`src/rtl/debounce_pkg.sv`:
```
// Shared definitions for the debouncer timer path.
//   - state_e          : timer FSM encoding (CLEAR=0, RUN=1, EXPIRED=2)
//   - DEF_PERIOD       : default debounce period in ticks
//   - DEF_CYCLES_PER_TICK : default clock cycles per tick (1 ms at 100 MHz)
//   - cnt_width()      : ceil(log2(n)) with a minimum of 1
package debounce_pkg;

    typedef enum logic [1:0] {
        StClear   = 2'd0,
        StRun     = 2'd1,
        StExpired = 2'd2
    } state_e;

    localparam int unsigned DEF_PERIOD          = 20;
    localparam int unsigned DEF_CYCLES_PER_TICK = 100000;

    function automatic int unsigned cnt_width(input int unsigned n);
        return (n <= 32'd2) ? 32'd1 : unsigned'($clog2(n));
    endfunction

endpackage

```
`src/rtl/tick_prescaler.sv`:
```
// Cycle prescaler producing one interval tick every CYCLES_PER_TICK enabled cycles.
// Ports:
//   clk    in  : system clock
//   reset  in  : asynchronous active-high reset
//   clear  in  : synchronous clear of the cycle count (wins over enable)
//   enable in  : count this cycle
//   tick   out : high on the enabled cycle that completes a tick
module tick_prescaler
    import debounce_pkg::*;
#(
    parameter int unsigned CYCLES_PER_TICK = DEF_CYCLES_PER_TICK
) (
    input  logic clk,
    input  logic reset,
    input  logic clear,
    input  logic enable,
    output logic tick
);

    localparam int unsigned CntW = cnt_width(CYCLES_PER_TICK);
    localparam logic [CntW-1:0] TermCnt = CntW'(CYCLES_PER_TICK - 1);

    logic [CntW-1:0] cnt_q;

    // Combinational tick so the edge that completes the count is the tick edge.
    assign tick = enable && !clear && (cnt_q == TermCnt);

    always_ff @(posedge clk or posedge reset) begin
        if (reset) begin
            cnt_q <= '0;
        end else if (clear) begin
            cnt_q <= '0;
        end else if (enable) begin
            cnt_q <= tick ? '0 : cnt_q + 1'b1;
        end
    end

endmodule

```
`src/rtl/debounce_timer.sv`:
```
// Debounce interval timer answering the debouncer FSM's timer handshake.
// timer_done rises after period * CYCLES_PER_TICK consecutive edges with timer_reset low.
// Ports:
//   clk         in  : system clock
//   reset       in  : asynchronous active-high reset
//   timer_reset in  : high clears and holds the timer, low lets it run
//   period_in   in  : new period in ticks (0 is stored as 1)
//   period_load in  : strobe latching period_in, honoured only in CLEAR
//   timer_done  out : sticky interval-elapsed flag, cleared by timer_reset
//   busy        out : high while in RUN
//   elapsed     out : ticks completed in the current run
module debounce_timer
    import debounce_pkg::*;
#(
    parameter int unsigned CYCLES_PER_TICK = DEF_CYCLES_PER_TICK,
    parameter int unsigned PERIOD_W        = 8,
    parameter int unsigned DEFAULT_PERIOD  = DEF_PERIOD
) (
    input  logic                clk,
    input  logic                reset,
    input  logic                timer_reset,
    input  logic [PERIOD_W-1:0] period_in,
    input  logic                period_load,
    output logic                timer_done,
    output logic                busy,
    output logic [PERIOD_W-1:0] elapsed
);

    state_e              state_q;
    logic [PERIOD_W-1:0] period_q;
    logic [PERIOD_W-1:0] count_q;
    logic                done_q;
    logic                busy_q;

    logic                tick;
    logic                presc_enable;
    logic                load_ok;
    logic [PERIOD_W-1:0] load_val;
    logic [PERIOD_W-1:0] eff_period;
    logic [PERIOD_W-1:0] count_inc;

    // Prescaler runs on the CLEAR->RUN edge and throughout RUN; frozen in EXPIRED.
    assign presc_enable = !timer_reset && (state_q != StExpired);

    tick_prescaler #(
        .CYCLES_PER_TICK(CYCLES_PER_TICK)
    ) u_prescaler (
        .clk   (clk),
        .reset (reset),
        .clear (timer_reset),
        .enable(presc_enable),
        .tick  (tick)
    );

    always_comb begin
        load_val   = (period_in == '0) ? PERIOD_W'(1) : period_in;
        load_ok    = period_load && (state_q == StClear);
        // A load on the CLEAR->RUN edge already governs the run it starts.
        eff_period = load_ok ? load_val : period_q;
        count_inc  = count_q + 1'b1;
    end

    always_ff @(posedge clk or posedge reset) begin
        if (reset) begin
            state_q  <= StClear;
            period_q <= PERIOD_W'(DEFAULT_PERIOD);
            count_q  <= '0;
            done_q   <= 1'b0;
            busy_q   <= 1'b0;
        end else begin
            if (load_ok) begin
                period_q <= load_val;
            end
            if (timer_reset) begin
                state_q <= StClear;
                count_q <= '0;
                done_q  <= 1'b0;
                busy_q  <= 1'b0;
            end else begin
                unique case (state_q)
                    StClear, StRun: begin
                        state_q <= StRun;
                        busy_q  <= 1'b1;
                        if (tick) begin
                            count_q <= count_inc;
                            if (count_inc == eff_period) begin
                                state_q <= StExpired;
                                done_q  <= 1'b1;
                                busy_q  <= 1'b0;
                            end
                        end
                    end
                    StExpired: begin
                        // Counters frozen, done held until timer_reset.
                    end
                    default: begin
                        state_q <= StClear;
                        busy_q  <= 1'b0;
                    end
                endcase
            end
        end
    end

    assign timer_done = done_q;
    assign busy       = busy_q;
    assign elapsed    = count_q;

endmodule

```
`config.mk`:
```
export PLATFORM = sky130hd
export DESIGN_NAME = debounce_timer
export DESIGN_NICKNAME = d
export VERILOG_FILES = /design/src/rtl/debounce_pkg.sv /design/src/rtl/tick_prescaler.sv /design/src/rtl/debounce_timer.sv
export SDC_FILE = /design/constraint.sdc
export NUM_CORES = 1
export LEC_CHECK = 0
export CAP_MARGIN = 20
export CORE_UTILIZATION = 40
export DETAILED_ROUTE_END_ITERATION = 10
export PLACE_DENSITY = 0.57
export REMOVE_ABC_BUFFERS = 1
export SYNTH_ARGS = -nofsm -noshare
export SYNTH_HDL_FRONTEND = slang
export SYNTH_SLANG_ARGS = --single-unit
```
`constraint.sdc`:
```
create_clock -name clk -period 3.71 [get_ports clk]
set_clock_uncertainty 0.15 [all_clocks]
set_input_delay 0.742 -clock clk [delete_from_list [all_inputs] [get_ports clk]]
set_output_delay 0.742 -clock clk [all_outputs]
set_load 0.01 [all_outputs]
```
==> results.json <==
{
  "status": "completed",
  "grt_pass1_wl_mm": 7.49,
  "numCtsBuffers": 5,
  "maxCapViolCount": 0,
  "ys_warn_count": 0,
  "dp_cells": 288,
  "areaGrowthSynthToFinish_pct": 18.5,
  "final_common_cell": "dfrtp_1",
  "utilization_pct": 50.0,
  "post_drt_wl_per_cell_um": 14.5,
  "cts_hold_buf": 0,
  "cp_slowest_cell": "clkdlybuf4s50_1",
  "io_pins": 22,
  "crit_path_end_kind": "flip-flop",
  "num_antenna_cells": 0,
  "cts.sinks": 36,
  "ys_seq_elements": 36,
  "dieArea_mm2": 0.00534,
  "ctsLongestPathBuffers": 2,
  "viasPerCell": 5.24,
  "path_class": "input port to flip-flop",
  "arrival_ps": 2870,
  "critical_path.cell_chain": "clkdlybuf4s50_1 > nor3b_2 > buf_4 > mux2i_1 > xor2_1 > nor4bb_1 > o311ai_2 > nor3b_1",
  "layout.cells.non_filler": 296,
  "final_net_count": 242,
  "min_path_type": "flip-flop to flip-flop",
  "drtIter0Drc": 52,
  "netlist-cell-type-count": 43,
  "p_leak_nw": 0.960,
  "min_period_ps": 2870,
  "grt.overflow.total": 0,
  "coreArea_mm2": 0.00479,
  "die_h_um": 73.1,
  "drive_gt1_share_pct": 9.17,
  "numPortBuffers": 21,
  "setup_tns_ps": 0,
  "p_total_uw": 786,
  "yosysSeqAreaShare_pct": 44.7,
  "grt_max_degree": 20,
  "slew_violations": 0,
  "hold_viol": 0,
  "min_period_over_period_pct": 77.3,
  "hpwl_mm": 3.21,
  "clkTransAtPathRegs_ps": 80,
  "fmax_mhz": 349,
  "antenna_found_initial": 0,
  "initial_core_util_pct": 42.2,
  "synthesis.area_mm2": 0.00202,
  "h-tree-depth": 2,
  "layout_common_cells": "dfrtp_1 (34), nor2_1 (24), clkdlybuf4s50_1 (21), xor2_1 (14), nand2_1 (12)",
  "first_global_vias": 1624,
  "critPathLaunchType": "input port",
  "grt.total_usage_pct": 18.7,
  "first_pass_iters": 4,
  "drt_wl_total_mm": 4.31,
  "crit_path_max_incr_delay_ps": 450,
  "worstPathMaxFanout": 12,
  "gp_congestion": 0.923,
  "cts_resized": 0,
  "vdd_drop_max_v": 0.000177,
  "rsz0062_at_grt": "false",
  "ant_nets": 0,
  "slew_headroom_pct": 52.8,
  "vias": 1551,
  "row_count": 25,
  "max_slew.worst_pin.slew_ps": 707,
  "die_x_um": 73.1,
  "cts_setup_buffers": 0,
  "clkLatencyLatePin_ps": 290,
  "cp_data_required_time_ps": 3710,
  "netlist_instances": 204,
  "pwr_density_cell_mw_per_mm2": 329,
  "root_buffer": "clkbuf_8",
  "fill_cells": 456,
  "timing.hold.ws_ps": 354,
  "avgSynthCellArea_um2": 9.90,
  "cts_tree": "done",
  "setup_violations": 0,
  "drc_errors": 0
}
## through the flow
step	setup slack (ps)	instance area, µm²
4_1_cts	823	2390
6_report	842	2390
3_3_place_gp	597	2300
5_1_grt	624	2390
3_5_place_dp	524	2300
2_1_floorplan	895	1990
## critical path: cells and delay by family
kind | cells | cell delay [ps]
buffers and inverters | 2 | 680
muxes | 1 | 300
xor gates and xnor gates | 1 | 260
and+or+nand+nor | 3 | 690
AOI/OAI and AO/OA | 1 | 180
## worst paths after layout
kind	start	slack [ps]	end	cells after the start
max in group asynchronous	reset	1990	u_prescaler.cnt_q[1]$_DFFE_PP0P_	3
worst min register to register	period_q[1]$_DFF_PP0_	350	period_q[1]$_DFF_PP0_	2
min in group asynchronous	reset	710	elapsed[0]$_DFFE_PP0P_	2
worst min-delay path	period_q[1]$_DFF_PP0_	350	period_q[1]$_DFF_PP0_	2
worst max-delay path	period_load	840	busy$_DFFE_PP0P_	8
worst max register to register	state_q[1]$_DFFE_PP0P_	1250	busy$_DFFE_PP0P_	7
## Yosys cell counts
library cell	count	share of area, %
dfrtp_1	34	42
nor2_1	24	4.5
xor2_1	14	6.1
nand2_1	12	2.2
o21ai_0	11	2.7
inv_1	10	1.9
nand3_1	8	2.0
xnor2_1	8	3.5
nand3b_1	7	2.6
nand4_1	7	2.2
and3_1	6	1.9
mux2i_1	6	3.0
clkbuf_1	5	0.93
nor3_1	5	1.2
a21oi_1	4	0.99
nand2b_1	4	1.2
nor4_1	4	1.2
nor3b_1	3	1.1
nor4b_1	3	1.3
dfstp_2	2	2.6
ha_1	2	1.2
mux2_2	2	1.1
nor4bb_1	2	0.99
or2_2	2	0.62
a2111oi_4	1	1.4
a22oi_1	1	0.37
a2bb2oi_1	1	0.43
a41oi_1	1	0.43
and2_1	1	0.31
and4_1	1	0.43
buf_4	1	0.37
nor2b_1	1	0.31
nor3b_2	1	0.62
nor4_4	1	1.1
o211a_1	1	0.50
o21ai_1	1	0.25
o221ai_2	1	0.74
o22ai_1	1	0.31
o311ai_2	1	0.81
o31ai_1	1	0.37
or3b_2	1	0.43
or4_4	1	0.56
xor3_1	1	1.2
## area by class of cell
| type | instances | area (µm²) | share of cell area, % |
|---|---|---|---|
| clock buffer | 8 | 90.1 | 3.77 |
| inverter | 10 | 37.5 | 1.57 |
| multi-input combinational | 152 | 1050 | 44.0 |
| sequential | 36 | 903 | 37.8 |
| tap | 67 | 83.8 | 3.50 |
| timing repair buffer | 23 | 225 | 9.41 |
## report_power, final
| group | internal, mW | switching (mW) |
|---|---|---|
| combinational | 0.0371 | 0.0433 |
| sequential | 0.410 | 0.00766 |
| clock | 0.151 | 0.136 |
## logic make-up after synthesis
family / after synthesis / share of synthesized area (%)
compound gates: 25 / 9.29
xor+xnor: 23 / 10.7
fa+ha+maj: 2 / 1.24
buf+inv: 16 / 3.16
flops: 36 / 44.7
mux: 8 / 4.09
simple gates: 94 / 26.8
## layer usage
layer  global-route usage (%)  up-vias  share of wire, %
li1                         -      768                 -
met1                     21.4      748                43
met2                     33.7       28                51
met3                     4.28        7               3.4
met4                     7.19        0               1.8
met5                        0        -                 0
## registers in the layout, indices dropped and copies added, names as in the netlist
signal	cells
u_prescaler.cnt_q	17
elapsed	8
period_q	8
busy	1
state_q	1
timer_done	1
No activity file was read; power rests on OpenSTA's default activity.
